`src/rtl/seq_det_pkg.sv`:
```
// Shared definitions for the "001" detector scheduler.
package seq_det_pkg;

  // Scheduler phases: wait for a request, shift the word out, drain the
  // detector's one-cycle lag, then publish the result.
  typedef enum logic [1:0] {
    IDLE   = 2'd0,
    SHIFT  = 2'd1,
    FLUSH  = 2'd2,
    REPORT = 2'd3
  } state_t;

  // Bit pattern matched by the detector, oldest bit in the MSB.
  localparam logic [2:0] PATTERN = 3'b001;

  // Detector history after a clear. All ones has no suffix that is a prefix
  // of "001", so a fresh word starts with no partial match.
  localparam logic [2:0] HIST_CLEAR = 3'b111;

endpackage

```
`src/rtl/seq_det_sched_det001_moore.sv`:
```
// Three-bit Moore detector for the serial pattern 0,0,1.
// The state is the history of the last three input bits. The output is a
// function of that state only, so a match shows one cycle after its last bit.
module det001_moore
  import seq_det_pkg::*;
(
  input  logic clk,
  input  logic rst,
  input  logic clr,
  input  logic in,
  output logic out
);

  logic [2:0] hist_reg;

  // Shift history; a synchronous clear discards any partial match.
  always_ff @(posedge clk or negedge rst) begin
    if (!rst) begin
      hist_reg <= HIST_CLEAR;
    end else if (clr) begin
      hist_reg <= HIST_CLEAR;
    end else begin
      hist_reg <= {hist_reg[1:0], in};
    end
  end

  assign out = (hist_reg == PATTERN);

endmodule

```
`src/rtl/seq_det_sched.sv`:
```
// Round-robin scheduler that shares one serial "001" detector among
// N_REQ requesters. Each granted word is shifted MSB-first through the
// detector. The match count is returned, tagged with the requester id.
module seq_det_sched
  import seq_det_pkg::*;
#(
  parameter int N_REQ  = 4,
  parameter int WORD_W = 8,
  parameter int ID_W   = $clog2(N_REQ),
  parameter int CNT_W  = 4
) (
  input  logic                    clk,
  input  logic                    rst,
  input  logic [N_REQ-1:0]        req_valid,
  input  logic [N_REQ*WORD_W-1:0] req_data,
  output logic [N_REQ-1:0]        req_ready,
  output logic                    res_valid,
  output logic [ID_W-1:0]         res_id,
  output logic [CNT_W-1:0]        res_count,
  output logic                    busy
);

  // Wide enough to hold WORD_W itself.
  localparam int BC_W = $clog2(WORD_W + 1);

  state_t              state_reg;
  state_t              state_next;
  logic [ID_W-1:0]     last_grant_reg;
  logic [ID_W-1:0]     grant;
  logic                any_valid;
  logic [WORD_W-1:0]   shift_reg;
  logic [BC_W-1:0]     bit_cnt_reg;
  logic [CNT_W-1:0]    match_cnt_reg;
  logic                res_valid_reg;
  logic [ID_W-1:0]     res_id_reg;
  logic [CNT_W-1:0]    res_count_reg;
  logic                det_clr;
  logic                det_out;

  // First valid requester strictly after 'last', wrapping modulo N_REQ.
  // The scan runs from farthest to nearest so the nearest valid one wins.
  function automatic logic [ID_W-1:0] rr_pick(input logic [N_REQ-1:0] valid,
                                              input logic [ID_W-1:0]  last);
    logic [ID_W-1:0] pick;
    int              idx;
    pick = '0;
    for (int i = N_REQ; i >= 1; i--) begin
      idx = int'(last) + i;
      if (idx >= N_REQ) idx = idx - N_REQ;
      if (valid[idx]) pick = ID_W'(idx);
    end
    return pick;
  endfunction

  assign any_valid = |req_valid;
  assign grant     = rr_pick(req_valid, last_grant_reg);

  // State register.
  always_ff @(posedge clk or negedge rst) begin
    if (!rst) state_reg <= IDLE;
    else      state_reg <= state_next;
  end

  // Next state, grant pulse and detector clear.
  always_comb begin
    state_next = state_reg;
    req_ready  = '0;
    det_clr    = 1'b0;
    case (state_reg)
      IDLE: begin
        if (any_valid) begin
          state_next = SHIFT;
          det_clr    = 1'b1;
          // Ready must stay low while reset is held, even in IDLE.
          if (rst) req_ready[grant] = 1'b1;
        end
      end
      SHIFT: begin
        if (bit_cnt_reg == BC_W'(WORD_W - 1)) state_next = FLUSH;
      end
      FLUSH:   state_next = REPORT;
      REPORT:  state_next = IDLE;
      default: state_next = IDLE;
    endcase
  end

  // Word capture, serialisation, match counting and result registers.
  always_ff @(posedge clk or negedge rst) begin
    if (!rst) begin
      last_grant_reg <= ID_W'(N_REQ - 1);
      shift_reg      <= '0;
      bit_cnt_reg    <= '0;
      match_cnt_reg  <= '0;
      res_valid_reg  <= 1'b0;
      res_id_reg     <= '0;
      res_count_reg  <= '0;
    end else begin
      case (state_reg)
        IDLE: begin
          if (any_valid) begin
            shift_reg      <= req_data[grant*WORD_W +: WORD_W];
            last_grant_reg <= grant;
            bit_cnt_reg    <= '0;
            match_cnt_reg  <= '0;
          end
        end
        SHIFT: begin
          shift_reg     <= {shift_reg[WORD_W-2:0], 1'b0};
          bit_cnt_reg   <= bit_cnt_reg + 1'b1;
          match_cnt_reg <= match_cnt_reg + CNT_W'(det_out);
        end
        FLUSH: begin
          // The detector lags one cycle, so this picks up a match that
          // ends on the final bit of the word.
          match_cnt_reg <= match_cnt_reg + CNT_W'(det_out);
          res_count_reg <= match_cnt_reg + CNT_W'(det_out);
          res_id_reg    <= last_grant_reg;
          res_valid_reg <= 1'b1;
        end
        REPORT: begin
          res_valid_reg <= 1'b0;
        end
        default: res_valid_reg <= 1'b0;
      endcase
    end
  end

  det001_moore u_det (
    .clk (clk),
    .rst (rst),
    .clr (det_clr),
    .in  (shift_reg[WORD_W-1]),
    .out (det_out)
  );

  assign res_valid = res_valid_reg;
  assign res_id    = res_id_reg;
  assign res_count = res_count_reg;
  assign busy      = (state_reg != IDLE);

endmodule

```
`config.mk`:
```
export PLATFORM = sky130hd
export DESIGN_NAME = seq_det_sched
export DESIGN_NICKNAME = d
export VERILOG_FILES = /design/src/rtl/seq_det_pkg.sv /design/src/rtl/seq_det_sched_det001_moore.sv /design/src/rtl/seq_det_sched.sv
export SDC_FILE = /design/constraint.sdc
export NUM_CORES = 1
export LEC_CHECK = 0
export ABC_AREA = 0
export CAP_MARGIN = 40
export CORE_MARGIN = 2
export CORE_UTILIZATION = 40
export CTS_CLUSTER_SIZE = 16
export DETAILED_ROUTE_END_ITERATION = 7
export GPL_TIMING_DRIVEN = 0
export PLACE_DENSITY_LB_ADDON = 0.15
export SLEW_MARGIN = 30
export SYNTH_ARGS = -nofsm -noshare
export SYNTH_HDL_FRONTEND = slang
export SYNTH_SLANG_ARGS = --single-unit
```
`constraint.sdc`:
```
create_clock -name clk -period 2.95 [get_ports clk]
set_input_delay 0.7375 -clock clk [delete_from_list [all_inputs] [get_ports clk]]
set_output_delay 0.7375 -clock clk [all_outputs]
set_load 0.02 [all_outputs]
```
Word-level counts from Yosys, hierarchy flattened
Cells that the tools add are included.
{"block": "op_classes", "addsub": 10, "order_cmp": 10, "n_eq_ne": 7, "shifts": 1, "n_mux": 37, "n_reduce_logical": 12}
{"cell": "< comparator 32 x 4 -> 1 bit (second input constant)", "n": 4}
{"cell": "two-way mux 32 bit", "n": 4}
{"cell": "indexed part select 32 x 6 -> 8 bit", "n": 1}
{"cell": "two-way mux 4 bit", "n": 4}
{"cell": "one-hot mux 4 bit (2 select lines)", "n": 2}
{"cell": "one-hot mux 8 bit (2 select lines)", "n": 1}
{"cell": "two-way mux 2 bit", "n": 6}
{"cell": "subtractor 3 x 3 -> 4 bit (second input constant)", "n": 3}
{"cell": "two-way mux 1 bit", "n": 11}
{"cell": "greater-or-equal comparator 3 bit (second input constant)", "n": 3}
{"cell": "binary-select mux 1 bit (select 2 bit)", "n": 4}
{"cell": "two-way mux 8 bit", "n": 1}
{"cell": "one-hot mux 2 bit (4 select lines)", "n": 1}
{"cell": "AND reduction 2 bit", "n": 4}
{"cell": "nonzero test 2 bit", "n": 4}
{"cell": "adder 2 x 2 -> 3 bit (second input constant)", "n": 2}
{"cell": "subtractor 4 x 3 -> 5 bit (second input constant)", "n": 1}
{"cell": "adder 2 x 3 -> 4 bit (second input constant)", "n": 1}
{"cell": "adder 4 x 1 -> 4 bit", "n": 1}
{"cell": "adder 4 x 1 -> 4 bit (second input constant)", "n": 1}
{"cell": "== test 2 bit (second input constant)", "n": 2}
{"cell": "== test 4 x 3 -> 1 bit (second input constant)", "n": 1}
{"cell": "greater-or-equal comparator 4 x 3 -> 1 bit (second input constant)", "n": 1}
{"cell": "inequality test 2 bit (second input constant)", "n": 2}
{"cell": "other kinds (12)", "n": 12}
{"block": "word_totals", "regBits": 30, "inputBits": 38, "output_inout_bits": 12, "wordCells": 86}

Logic depth before layout (Yosys ltp)
{"block": "depth", "depth_word": 17, "ltp_mapped": 8}

Hierarchy
Synthesis repeated with hierarchy kept, for this count alone.
{"block": "hier_totals", "hier_cells": 204, "area_unflattened_um2": 1959.4}
{"module": "seq_det_sched", "instances": 1, "cells_each": 197, "area_per_inst_um2": 1854.3, "seq_area_each_um2": 678.2}
{"module": "det001_moore", "instances": 1, "cells_each": 7, "area_per_inst_um2": 105.1, "seq_area_each_um2": 78.8}

Least setup slack after synthesis
No wires, ideal clock.
{"block": "synth_path", "kind": "input -> output", "startpoint": "in req_valid[0]", "endpoint": "out req_ready[1]", "arrival_time_ns": 1.861, "required_time_ns": 2.213, "setup_slack_ns": 0.351, "stages": 5, "path_buffers": 1, "path_cell_list": "or3b_1 > o221ai_2 > buf_2 > nor2_1 > nor2_1"}
{"block": "synth_via", "elab_chain_len": 14, "word_cells_on_any_way": 25, "classes_between": "2 x order compare; 21 x mux; 2 x reduce/logical"}
{"item": "start: declaration", "line_no": "seq_det_sched.sv:14", "source": "input logic [N_REQ-1:0] req_valid,"}
{"item": "binary-select mux 1 bit (select 2 bit)", "line_no": "seq_det_sched.sv:50", "source": "if (valid[idx]) pick = ID_W'(idx);"}
{"item": "two-way mux 1 bit (implied by the code) (2 in series)", "line_no": "seq_det_sched.sv:50"}
{"item": "two-way mux 2 bit (4 in series)", "line_no": "seq_det_sched.sv:50"}
{"item": "< comparator 2 x 3 -> 1 bit (implied by the code) or greater-or-equal comparator 2 x 1 -> 1 bit (tied branches)", "line_no": "seq_det_sched.sv:75", "source": "if (rst) req_ready[grant] = 1'b1;"}
{"item": "logical AND 1 bit (implied by the code)", "line_no": "seq_det_sched.sv:75"}
{"item": "two-way mux 1 bit (implied by the code)", "line_no": "seq_det_sched.sv:75"}
{"item": "demux 1 bit (select 2 bit)", "line_no": "seq_det_sched.sv:75"}
{"item": "two-way mux 4 bit", "line_no": "seq_det_sched.sv:75"}
{"item": "two-way mux 4 bit (*)", "line_no": "seq_det_sched.sv:71", "source": "if (any_valid) begin"}
{"item": "two-way mux 4 bit (*)", "line_no": "seq_det_sched.sv:69", "source": "case (state_reg)"}
{"item": "end: declaration", "line_no": "seq_det_sched.sv:16", "source": "output logic [N_REQ-1:0] req_ready,"}
Every way passes the cells marked *; elsewhere a longest branch is shown, timed or not. The select of a mux whose other input is x is not followed.

Worst setup path after layout
{"block": "layout_path", "startpoint": "in req_valid[2]", "endpoint": "out req_ready[2]"}
Same word-level chain as after synthesis.

==> flow_metrics.py <==
metrics = {
    "placed_design": {
        "hpwl_um": 3542,
        "io_buffers": 49,
        "dpl_cell_area_mm2": 0.002476,
        "post-place-ws_ns": -0.8801,
        "dp_cells": 308,
        "place_congestion": 0.8528,
    },
    "power_and_ir_drop": {
        "power_switching_mw": 1.066,
        "sw_frac_of_total": 0.4207,
        "internal_power_mw": 1.468,
        "seqPwrFrac": 0.288,
        "design_power_total_mw": 2.535,
        "powerDensity_mw_per_mm2": 960.1,
        "pwr-share-clk": 0.128,
        "peakVddDrop_uv": 308.0,
        "leakagePower_nw": 1.128,
        "combPwrFrac": 0.584,
    },
    "critical_path": {
        "critPathMaxFanout": 10,
        "arrival_ns": 2.13,
        "critPathKind": "input pin to primary output",
        "cp-end-kind": "primary output",
        "startpoint_type": "input pin",
        "worst_path_max_delay_cell": "or3b_2",
        "cpPeakStageDelay_ns": 0.65,
        "required_ns": 2.21,
        "cp_cell_sequence": "dlygate4sd2_1, or3b_2, nand2b_4, nor2_1, clkdlybuf4s15_2",
    },
    "flow_run": {
        "cap_violations": 0,
    },
    "clocking": {
        "cts_made_buffers": 5,
        "cts_sinks": 30,
        "root_buffer": "clkbuf_8",
        "cts_max_path_buffers": 2,
        "clk_latency_ns": 0.28,
        "cts_tree": "done",
        "cts_htree_levels": 2,
        "cts.reportedPaths.clkPinSlew_ns": 0.07,
    },
    "global_routing": {
        "met2_usage": 0.3323,
        "antenna_found_initial": 0,
        "grt_max_degree": 26,
        "met3_usage": 0.04144,
        "grt_overflow": 0,
        "grt-busiest-layer": "met2",
        "grt_use_met1": 0.2610,
        "grt_pass1_vias": 1780,
        "grtUsageTotal": 0.1999,
        "grt_pass1_wl_um": 8349,
    },
    "final_layout": {
        "area_delta_synth_final_pct": 38.72,
        "final_common_cell": "clkdlybuf4s50_1",
        "largest_register_ff_count": 8,
        "final_cells": 320,
        "final_core_util": 0.5664,
        "drive_gt1_frac": 0.2143,
        "stdcell_area_mm2": 0.002640,
        "antenna_cells": 0,
        "nets": 310,
        "layout_common_cells": "clkdlybuf4s50_1 (40), nand2_1 (27), dfrtp_1 (25)",
    },
    "drt": {
        "drc": 0,
        "detail_route.iter0.violations": 100,
        "drt_first_pass_iters": 4,
        "vias": 1819,
        "postRouteAntennaNets": 0,
        "post_drt_wl_per_cell_um": 15.48,
        "via_per_inst": 5.684,
        "wl_um": 4954,
    },
    "synth": {
        "ys_ff_latch": 30,
        "yosysTopAreaCellShare": 0.3287,
        "synth_edf_count": 0,
        "synth_fp_nets": 249,
        "yosys-top-cells-area": "dfrtp_1 (33%), dfstp_2 (6.9%), nand2_1 (5.3%)",
        "ys_seq_area_frac": 0.3978,
        "yosys.area.top_type": "dfrtp_1",
        "synth_ff_type": "dfrtp_1",
        "syn-cell-area_mm2": 0.001903,
        "syn_inst": 204,
        "async_reset_ff_frac": 1.000,
        "syn_avg_cell_area_um2": 9.329,
        "synth_cell_type_count": 41,
        "yosys_warnings": 0,
    },
    "timing": {
        "timing.final.ws_setup_ns": 0.07755,
        "setup_viol": 0,
        "hold_violations": 0,
        "drv_slew": 0,
        "rsz0062_at_grt": "no",
        "worst_slew_pin_slew_ns": 0.5717,
        "setup_tns_ns": 0,
        "post-route-period-util": 0.9737,
        "slew_headroom": 0.6174,
        "skew_ns": 0.004479,
        "fmaxAchievable_mhz": 348.1,
        "period_needed_ns": 2.872,
        "holdWs_ns": 0.2991,
    },
    "floorplan": {
        "die_w_um": 72.98,
        "rows": 25,
        "core_region_area_mm2": 0.004661,
        "io_pins": 50,
        "fp.dieH_um": 72.98,
        "fp.dieArea_mm2": 0.005325,
        "initial_core_util": 0.4083,
    },
    "hold_path": {
        "min-delay-path-class": "input pin to asynchronous set/reset pin",
    },
    "run_status": {
        "status": "completed",
    },
}
==> synth_stat cells, types with 5 or more instances <==
library cell / n
nor2_1: 15
nand2b_1: 5
dfstp_2: 5
nor2b_1: 10
o2111ai_1: 7
ha_1: 7
dfrtp_1: 25
o221a_2: 6
o21ai_0: 15
a21o_1: 8
mux2_2: 5
clkbuf_1: 6
a21oi_1: 15
nand3_1: 5
nand2_1: 27
a22oi_1: 7
==> worst max-delay path: cells and delay by family <==
| family | cells | cell delay (ns) |
|---|---|---|
| AND/OR/NAND/NOR | 3 | 0.83 |
| buffers and inverters | 2 | 0.56 |
==> per-layer routing <==
layer,vias up,part of all wire
li1,878,-
met5,-,0
met2,55,0.50
met3,5,0.049
met4,0,0.0091
met1,881,0.44
==> worst paths after layout <==
| kind | startpoint | endpoint | slack [ns] | depth (start not counted) |
|---|---|---|---|---|
| setup reg to reg | last_grant_reg[1] | shift_reg[1] | 0.74 | 7 |
| hold / removal | rst | match_cnt_reg[2] | 0.30 | 1 |
| max in group asynchronous | rst | u_det.hist_reg[1] | 2.19 | 2 |
| hold reg to reg | shift_reg[7] | u_det.hist_reg[0] | 0.49 | 1 |
| setup / recovery | req_valid[2] | req_ready[2] | 0.08 | 5 |
| min in group clk | shift_reg[7] | u_det.hist_reg[0] | 0.49 | 1 |
==> logic make-up after synthesis <==
kind of cell | count (synthesis) | synth area share
adders and majority gates | 7 | 0.04602
xor gates and xnor gates | 1 | 0.004603
DFF | 30 | 0.3978
buffers and inverters | 15 | 0.03550
AOI/OAI and AO/OA | 72 | 0.2794
and+or+nand+nor | 72 | 0.1900
muxes | 7 | 0.04668
==> power by group through the flow <==
stage          Sequential [mW]  Clock, mW  Combinational [mW]
6_report                 0.731      0.323                1.48
5_1_grt                  0.752      0.352                1.64
4_1_cts                  0.730      0.328                1.47
3_5_place_dp             0.732          0                1.40
3_3_place_gp             0.728          0                1.38
2_1_floorplan            0.753          0               0.948
==> area by class of cell <==
type	instances	area, µm²
clock inverters	2	10.01
well taps	54	67.56
flip-flops and latches	30	757.0
inverters	4	15.01
plain buffers	10	55.05
repair buffers	55	526.8
clock buffers	6	72.57
multi-input cells	159	1136
fillers	444	2021
==> timing repair <==
action,CTS,global route
pin swaps,2,0
hold endpoints to repair,0,0
endpoints found under the setup margin,4,4
buffers inserted,4,1
resized for setup,29,6
hold buffers,0,0
gates cloned,0,0
No activity file was read; power rests on OpenSTA's default activity.
==> patch, RTL diff (same flow settings) <==
Encoding of `state_t`: now Gray code (2 bits for 4 states).
--- a/src/rtl/seq_det_pkg.sv
+++ b/src/rtl/seq_det_pkg.sv
@@ -4,10 +4,10 @@
   // Scheduler phases: wait for a request, shift the word out, drain the
   // detector's one-cycle lag, then publish the result.
   typedef enum logic [1:0] {
-    IDLE   = 2'd0,
-    SHIFT  = 2'd1,
-    FLUSH  = 2'd2,
-    REPORT = 2'd3
+    IDLE   = 2'b00,
+    SHIFT  = 2'b01,
+    FLUSH  = 2'b11,
+    REPORT = 2'b10
   } state_t;
 
   // Bit pattern matched by the detector, oldest bit in the MSB.
Check against the original RTL: same outputs for any inputs over 10 cycles, from zero or initial values and one cycle with rst low; not proved beyond that.
==> patch against the original RTL <==
- final area decreased by 5.9%
- routed wire length decreased by 12%
- maximum frequency about the same
- synthesized area decreased by 8.8%
- power decreased by 6.5%
- sequential cell count unchanged
- setup slack improved by 0.0010 ns
- clock power increased by 60%
==> patch: results (changes against the original RTL) <==
status: "finished clean"
placed_cells: 262  # -15%
wirelength_mm: 4.335  # -12%
cpPeakStageDelay_ns: 0.40  # -0.25 ns
grt_pass1_vias: 1628  # -8.5%
r2r_end: "shift_reg[5]"
gr-usage-met2_pct: 29.10  # -4.1 points
cpMaxStageDelayCell: "nor4_4"
place_ws_ns: -0.9343  # -0.05416 ns
skew_ns: 0.001128  # -0.003352 ns
peakVddDrop_uv: 455.2  # +48%
grt_max_degree: 33  # +27%
holdWs_ns: 0.4930  # +0.1939 ns
grtUsageTotal_pct: 18.81  # -1.2 points
viasPerCell: 5.674  # -0.18%
avgSynthCellArea_um2: 10.65  # +14%
wl_met2_mm: 2.039  # -17%
fillers: 334  # -25%
cts_resized: 23  # -21%
p_total_mw: 2.369  # -6.5%
finalNonFillerCells: 273  # -15%
synth_cell_types: 38  # -7.3%
leakagePower_nw: 1.050  # -6.9%
drive_above_1_share_pct: 24.22  # +2.8 points
routedLengthMet1_mm: 1.890  # -14%
worstMarginPinSlew_ns: 0.7056  # +0.1338 ns
ys_seq_area_share_pct: 43.62  # +3.8 points
min_period_ns: 2.871  # -0.001034 ns
ys_top_cells_by_count: "dfrtp_1 (25), nor2_1 (14), nand2_1 (13)"
dr_wl_met3_um: 307  # +27%
drtIter0Drc: 97  # -3.0%
## patch: changes by cell type after synthesis, moves of 8 or more
cell and change:
nand2_1 -14, nor2b_1 -10, a21oi_1 -13, mux2i_1 +8, o21ai_0 -12, a21o_1 -8
## patch: area by class of cell
cell class / instances / share of cell area (%)
multi-input cells: 120 / 38.12
flip-flops and latches: 30 / 30.46
well taps: 50 / 2.518
inverters: 5 / 0.7553
clock buffers: 6 / 3.323
repair buffers: 53 / 20.44
plain buffers: 7 / 1.964
clock inverters: 2 / 2.417
## patch: kinds of logic (layout without fill, tap and decap cells)
| logic type | after synthesis | after routing | share of synthesized area, % |
|---|---|---|---|
| fa+ha+maj | 3 | 3 | 2.163 |
| buf+inv | 13 | 73 | 4.181 |
| xor+xnor | 4 | 4 | 2.019 |
| flops | 30 | 30 | 43.62 |
| compound gates | 39 | 39 | 20.33 |
| mux | 16 | 16 | 9.734 |
| simple gates | 58 | 58 | 17.95 |
